## src/rtl/mux_arb_n_if.sv

```systemverilog
// Handshake bundle for mux_arb_n: N producer channels in, one registered
// consumer channel out.
interface mux_arb_n_if #(
  parameter int WIDTH = 1,
  parameter int N     = 4,
  parameter int SELW  = 2
);
  logic [N*WIDTH-1:0] in_data;
  logic [N-1:0]       in_valid;
  logic [N-1:0]       in_ready;
  logic               mode;
  logic [SELW-1:0]    sel;
  logic [WIDTH-1:0]   out_data;
  logic [SELW-1:0]    out_chan;
  logic               out_valid;
  logic               out_ready;

  modport master (
    output in_data,
    output in_valid,
    output mode,
    output sel,
    output out_ready,
    input  in_ready,
    input  out_data,
    input  out_chan,
    input  out_valid
  );

  modport slave (
    input  in_data,
    input  in_valid,
    input  mode,
    input  sel,
    input  out_ready,
    output in_ready,
    output out_data,
    output out_chan,
    output out_valid
  );
endinterface

```

## src/rtl/mux_arb_n.sv

```systemverilog
// N-channel registered mux with fixed-select or round-robin arbitration
// and a one-entry valid/ready output register.
module mux_arb_n #(
  parameter int WIDTH = 1,
  parameter int N     = 4,
  parameter int SELW  = 2
) (
  input logic        clk,
  input logic        reset,
  mux_arb_n_if.slave bus
);

  logic [SELW-1:0]  rr_ptr;
  logic [SELW-1:0]  rr_ptr_nxt;
  logic             accept;
  logic             fx_hit;
  logic             hi_hit;
  logic             lo_hit;
  logic [SELW-1:0]  hi_g;
  logic [SELW-1:0]  lo_g;
  logic             grant_valid;
  logic [SELW-1:0]  g;
  logic [WIDTH-1:0] g_data;
  logic             xfer;

  assign accept = ~bus.out_valid | bus.out_ready;

  // Round-robin: lowest valid at/after rr_ptr wins, else lowest valid
  // overall (the wrapped part of the scan).
  always_comb begin
    hi_hit = 1'b0;
    lo_hit = 1'b0;
    hi_g   = '0;
    lo_g   = '0;
    fx_hit = 1'b0;
    for (int i = N - 1; i >= 0; i--) begin
      if (bus.in_valid[i]) begin
        lo_hit = 1'b1;
        lo_g   = SELW'(i);
        if (i >= int'(rr_ptr)) begin
          hi_hit = 1'b1;
          hi_g   = SELW'(i);
        end
      end
    end
    for (int i = 0; i < N; i++) begin
      if (int'(bus.sel) == i && bus.in_valid[i])
        fx_hit = 1'b1;
    end
  end

  always_comb begin
    grant_valid = 1'b0;
    g           = bus.sel;
    if (bus.mode) begin
      grant_valid = hi_hit | lo_hit;
      g           = hi_hit ? hi_g : lo_g;
    end else begin
      grant_valid = fx_hit;
    end
  end

  assign xfer = accept & grant_valid & ~reset;

  always_comb begin
    bus.in_ready = '0;
    g_data       = '0;
    for (int i = 0; i < N; i++) begin
      if (int'(g) == i) begin
        bus.in_ready[i] = xfer;
        g_data          = bus.in_data[i*WIDTH +: WIDTH];
      end
    end
  end

  assign rr_ptr_nxt = (g == SELW'(N - 1)) ? '0 : g + SELW'(1);

  always_ff @(posedge clk) begin
    if (reset) begin
      bus.out_valid <= 1'b0;
      bus.out_data  <= '0;
      bus.out_chan  <= '0;
      rr_ptr        <= '0;
    end else if (xfer) begin
      bus.out_valid <= 1'b1;
      bus.out_data  <= g_data;
      bus.out_chan  <= g;
      if (bus.mode)
        rr_ptr <= rr_ptr_nxt;
    end else if (bus.out_ready) begin
      bus.out_valid <= 1'b0;
    end
  end

endmodule

```

## src/flat_wrapper.sv

```systemverilog
// flat-port wrapper written by rule: the top's interface ports become plain ports
module mux_arb_n_flat 
#(
  parameter int WIDTH = 1,
  parameter int N     = 4,
  parameter int SELW  = 2
)
  (clk, reset, bus_in_data, bus_in_valid, bus_mode, bus_sel, bus_out_ready, bus_in_ready, bus_out_data, bus_out_chan, bus_out_valid);
  mux_arb_n_if #(.WIDTH(WIDTH), .N(N), .SELW(SELW)) bus_i ();
  input logic clk;
  input logic reset;
  input wire logic [$bits(bus_i.in_data)-1:0] bus_in_data;
  input wire logic [$bits(bus_i.in_valid)-1:0] bus_in_valid;
  input wire logic [$bits(bus_i.mode)-1:0] bus_mode;
  input wire logic [$bits(bus_i.sel)-1:0] bus_sel;
  input wire logic [$bits(bus_i.out_ready)-1:0] bus_out_ready;
  output wire logic [$bits(bus_i.in_ready)-1:0] bus_in_ready;
  output wire logic [$bits(bus_i.out_data)-1:0] bus_out_data;
  output wire logic [$bits(bus_i.out_chan)-1:0] bus_out_chan;
  output wire logic [$bits(bus_i.out_valid)-1:0] bus_out_valid;
  assign bus_i.in_data = bus_in_data;
  assign bus_i.in_valid = bus_in_valid;
  assign bus_i.mode = bus_mode;
  assign bus_i.sel = bus_sel;
  assign bus_i.out_ready = bus_out_ready;
  assign bus_in_ready = bus_i.in_ready;
  assign bus_out_data = bus_i.out_data;
  assign bus_out_chan = bus_i.out_chan;
  assign bus_out_valid = bus_i.out_valid;
  mux_arb_n #(.WIDTH(WIDTH), .N(N), .SELW(SELW)) u_core (.clk(clk), .reset(reset), .bus(bus_i));
endmodule
```

## config.mk

```make
export PLATFORM = sky130hd
export DESIGN_NAME = mux_arb_n_flat
export DESIGN_NICKNAME = d
export VERILOG_FILES = /design/src/rtl/mux_arb_n_if.sv /design/src/rtl/mux_arb_n.sv /design/src/flat_wrapper.sv
export SDC_FILE = /design/constraint.sdc
export NUM_CORES = 1
export LEC_CHECK = 0
export ABC_AREA = 0
export BUFFER_PORTS_ARGS = -buffer_cell sky130_fd_sc_hd__buf_2
export CAP_MARGIN = 25
export CORE_MARGIN = 10
export CORE_UTILIZATION = 25
export CTS_CLUSTER_DIAMETER = 80
export DETAILED_ROUTE_END_ITERATION = 8
export PLACE_DENSITY = 0.51
export SLEW_MARGIN = 20
export SYNTH_ARGS = -nofsm -noshare
export SYNTH_HDL_FRONTEND = slang
export SYNTH_SLANG_ARGS = --single-unit
```

## constraint.sdc

```tcl
create_clock -name clk -period 5.6 [get_ports clk]
set_clock_uncertainty 0.1 [all_clocks]
set_input_delay 1.12 -clock clk [delete_from_list [all_inputs] [get_ports clk]]
set_output_delay 1.12 -clock clk [all_outputs]
set_load 0.01 [all_outputs]
```

Word level (Yosys, flattened, before mapping). Index checks and enable logic that the tools add are counted.

Input bits: 14. ROM bits: 0. Memories: 0. Output and inout bits: 8. Memory bits (writable): 0. Word-level logic and storage cells: 67. Latch bits: 0. Register bits after elaboration: 6.

Divide/modulo/power cells: 0. Bitwise logic cells: 6. Shifts and indexed selects: 0. Equality and inequality tests: 7. $lt $le $gt $ge: 3. Reduce and logical (&&, ||, !) cells: 8. Add/subtract/negate cells: 1. Muxes and demuxes: 38. Multipliers: 0.

Operator list (count): $mux W2 (13); $mux W1 (25); $eq A2 B2 Y1 const B (5); $eq A2 B1 Y1 const B (2); $ge A1 B2 Y1 const A (2); $logic_and A1 B1 Y1 (4); $logic_not A2 Y1 (2); $add A2 B1 Y2 const B (1); $and A1 B1 Y1 (2); $ge A2 B2 Y1 const A (1); $not A1 Y1 (2); $or A1 B1 Y1 (2); $reduce_and A2 Y1 (1); $reduce_bool A2 Y1 (1).

Longest topological paths before layout.
Depth in word-level cells: 14. Depth in mapped cells: 10. Depth with buffers taken out: 10.

Worst setup path after synthesis. No wires, ideal clock.

Kind: input -> output. Start: in bus_in_valid[1]. End: out bus_in_ready[3]. Required time: 4380 ps. Arrival time: 2276 ps. Slack: 2104 ps. Cell stages on the path: 7. Path buffers: 0. Path through: inv_1 -> o221a_1 -> a2111oi_2 -> a21oi_2 -> inv_1 -> ha_1 -> and2_1.

Elaborated cells on any way between the ends: 22. Classes of those cells: eq/ne: 1; mux: 17; bitwise: 3; reduce/logical: 1.

RTL lines: start, declared (RTL line flat_wrapper.sv:13) `input wire logic [$bits(bus_i.in_valid)-1:0] bus_in_valid;`; $mux W2 / $mux W1 (equally long branches) (RTL line mux_arb_n.sv:37) `if (bus.in_valid[i]) begin`; $mux W2 / $mux W1 (equally long branches) (RTL line mux_arb_n.sv:40) `if (i >= int'(rr_ptr)) begin`; $mux W2 / $mux W1 (equally long branches) (RTL line mux_arb_n.sv:37); $mux W2 (*) (RTL line mux_arb_n.sv:57) `g = hi_hit ? hi_g : lo_g;`; $mux W2 (*) (RTL line mux_arb_n.sv:55) `if (bus.mode) begin`; via u_core.g[0] (RTL line mux_arb_n.sv:22) `logic [SELW-1:0] g;`; $eq A2 B1 Y1 (*) (RTL line mux_arb_n.sv:69) `if (int'(g) == i) begin`; $mux W1 (*) (RTL line mux_arb_n.sv:69); end, declared (RTL line flat_wrapper.sv:17) `output wire logic [$bits(bus_i.in_ready)-1:0] bus_in_ready;`.

Mark *: on every way through the listed nets, which the timed path passes. The rest lies on a longest branch.

Worst setup path after layout. Ends and elaborated chain as after synthesis.

==> results.py <==
metrics = {
    "drt": {
        "vias": 516,
        "dr.pass1.iters": 4,
        "postRouteAntennaNets": 0,
        "avgViaCountPerCell": 4.65,
        "wl_per_cell_um": 11.4,
        "drc": 0,
        "drt_iter0_drc": 17,
        "drt_wl_total_um": 1260,
    },
    "floorplan": {
        "dieWidth_um": 65.2,
        "die_y_um": 65.2,
        "std_cell_rows": 16,
        "die-area_um2": 4260,
        "core-area_um2": 1960,
        "ioPinCount": 22,
        "start_util": 0.261,
    },
    "sta": {
        "finalSetupViolations": 0,
        "finalHoldViolCount": 0,
        "finalSetupTns_ns": 0,
        "fin_crit_sh": 0.687,
        "maxSlewViolCount": 0,
        "min_period_ns": 3.85,
        "relSlewSlack": 0.704,
        "rsz0062_at_grt": "no",
        "setup_slack_ns": 1.75,
        "max_clock_freq_ghz": 0.260,
        "tightest_slew_ns": 0.441,
    },
    "final_layout": {
        "insertedDiodeCount": 0,
        "stdcell_area_um2": 673,
        "areaGrowthSynthToFinish_pct": 31.5,
        "drive_above_1_share": 0.381,
        "fillers": 244,
        "nets": 104,
    },
    "synth": {
        "synth_edf_count": 0,
        "synth_area_leader_cell": "dfxtp_1",
        "ys_types": 25,
        "syn-instance-count": 60,
        "syn-mean-instance-area_um2": 8.53,
        "yosysSeqAreaShare": 0.235,
        "yosys-top-cells-area": "dfxtp_1, ha_1, a21oi_1",
        "synthFlopType": "dfxtp_1",
        "syn_area_um2": 512,
        "yosys_warnings": 0,
        "async_flop_share": 0,
        "synth_most_common_cell": "a21oi_1",
        "synth_seq_cells": 6,
        "synth_top_area_frac": 0.235,
        "synth_commonest_cells": "a21oi_1, inv_1, dfxtp_1",
        "synth_nets": 78,
    },
    "pwr": {
        "p_leak_nw": 0.321,
        "p_per_area_nw_per_um2": 202,
        "power.total_mw": 0.136,
        "vdd_ir_drop_max_mv": 0.110,
    },
    "clock_network": {
        "tritoncts": "built",
        "cts_buffer_depth": 2,
        "numCtsBuffers": 3,
        "cts_sinks": 6,
        "root_buffer": "clkbuf_4",
        "cts_htree_levels": 1,
        "clk_pin_slew_ns": 0.04,
        "clk_latency_ns": 0.24,
        "cts_resized": 0,
        "cts_setup_buffers": 0,
        "hold_buffers": 0,
    },
    "global_route": {
        "grt_usage": 0.0643,
        "grt-ovfl-total": 0,
        "first_global_vias": 528,
        "antenna_found_initial": 0,
        "grt_max_degree": 11,
        "grt_pass1_wl_um": 2230,
    },
    "worst_setup_path": {
        "startpoint_type": "primary input",
        "crit_chain": "buf_2 -> inv_1 -> o221a_1 -> a2111oi_2 -> a21oi_2 -> inv_1 -> ha_1 -> and2_1 -> buf_2",
        "critPathRequiredTime_ns": 4.38,
        "max_stage_delay_ns": 0.33,
        "path_max_fanout": 6,
        "path_buf_inv": 4,
        "slowest_stage": "a2111oi_2",
        "path_class": "in -> out",
        "path_delay_family": "compound AO/OA/AOI/OAI gates",
        "worstPathArrival_ns": 2.63,
        "endpoint_kind": "output pin",
    },
    "flow_run": {
        "maxCapViolations": 0,
    },
    "placement": {
        "place_area_um2": 651,
        "dp_hpwl_um": 1080,
        "gp_congestion": 0.697,
        "dp_slack_ns": 1.74,
        "port_buffers": 21,
    },
    "min_path": {
        "hold_class": "reg -> reg",
    },
    "outcome": {
        "outcome": "complete, no violations",
    },
}
final cells by class:
| type | count | area [um2] | share of cell area |
|---|---|---|---|
| Tap cell | 27 | 33.8 | 0.0502 |
| Sequential cell | 6 | 120 | 0.178 |
| Multi-Input combinational cell | 47 | 365 | 0.543 |
| Clock buffer | 3 | 22.5 | 0.0335 |
| Timing Repair Buffer | 21 | 105 | 0.156 |
| Inverter | 7 | 26.3 | 0.0390 |
layout by cell type (no fill, tap or decap):
cell,count
nor2b_1,1
a211oi_2,2
nor2_2,1
or4_4,1
clkbuf_4,3
o221a_1,1
nand2_1,3
buf_2,21
nand4b_1,1
a21oi_2,1
o21bai_1,1
and2_1,4
o21ai_0,1
ha_1,4
a2111oi_2,1
inv_1,7
and3b_1,1
mux2i_4,1
nand2b_1,3
a22oi_1,1
mux4_2,1
o31ai_1,2
nand3b_1,1
nor2_1,5
dfxtp_1,6
a21oi_1,9
o211ai_1,1
cell families (layout without fill, tap and decap cells):
logic type / after synthesis / in the layout / synth area share
flops: 6 / 6 / 0.235
simple gates: 21 / 21 / 0.240
mux: 2 / 2 / 0.0880
compound gates: 20 / 20 / 0.288
buf+inv: 7 / 31 / 0.0514
fa+ha+maj: 4 / 4 / 0.0978
where the power goes:
| part | total [mW] | switching, mW | internal, mW |
|---|---|---|---|
| clock network | 0.0390 | 0.0148 | 0.0242 |
| logic | 0.0470 | 0.0257 | 0.0213 |
| registers | 0.0503 | 0.00294 | 0.0473 |
| total | 0.136 | 0.0435 | 0.0928 |
layer usage:
| metal | track usage | vias up | share of wire |
|---|---|---|---|
| li1 | - | 264 | - |
| met5 | 0 | - | 0 |
| met4 | 0.0321 | 0 | 0.0047 |
| met1 | 0.0765 | 237 | 0.45 |
| met3 | 0.0271 | 2 | 0.078 |
| met2 | 0.0963 | 13 | 0.46 |
state kept, by name, summed over array words and instances (netlist names):
name / flops
u_core.bus.out_chan: 2
u_core.bus.out_data: 1
u_core.bus.out_valid: 1
u_core.rr_ptr: 2
through the flow:
stage,util,hold slack (ns),std cells
floorplan,-,0.390,60
global placement,0.332,0.405,108
detailed placement,0.332,0.404,108
CTS,0.343,0.413,111
global route,0.343,0.457,111
finish,0.343,0.418,111
path summary, 6_finish.rpt:
| kind | cells after the start | slack, ns | startpoint | end |
|---|---|---|---|---|
| hold / removal | 2 | 0.42 | u_core.bus.out_data | u_core.bus.out_data |
| setup reg to reg | 9 | 3.49 | u_core.rr_ptr[1] | u_core.bus.out_data |
| setup / recovery | 9 | 1.75 | bus_in_valid[1] | bus_in_ready[3] |
| hold reg to reg | 2 | 0.42 | u_core.bus.out_data | u_core.bus.out_data |
tightest hold or removal path, cell delays in order (launching register included):
cell and delay [ns]:
dfxtp_1 0.30, a21oi_1 0.12, a21oi_1 0.04
No activity file was read; power rests on OpenSTA's default activity.
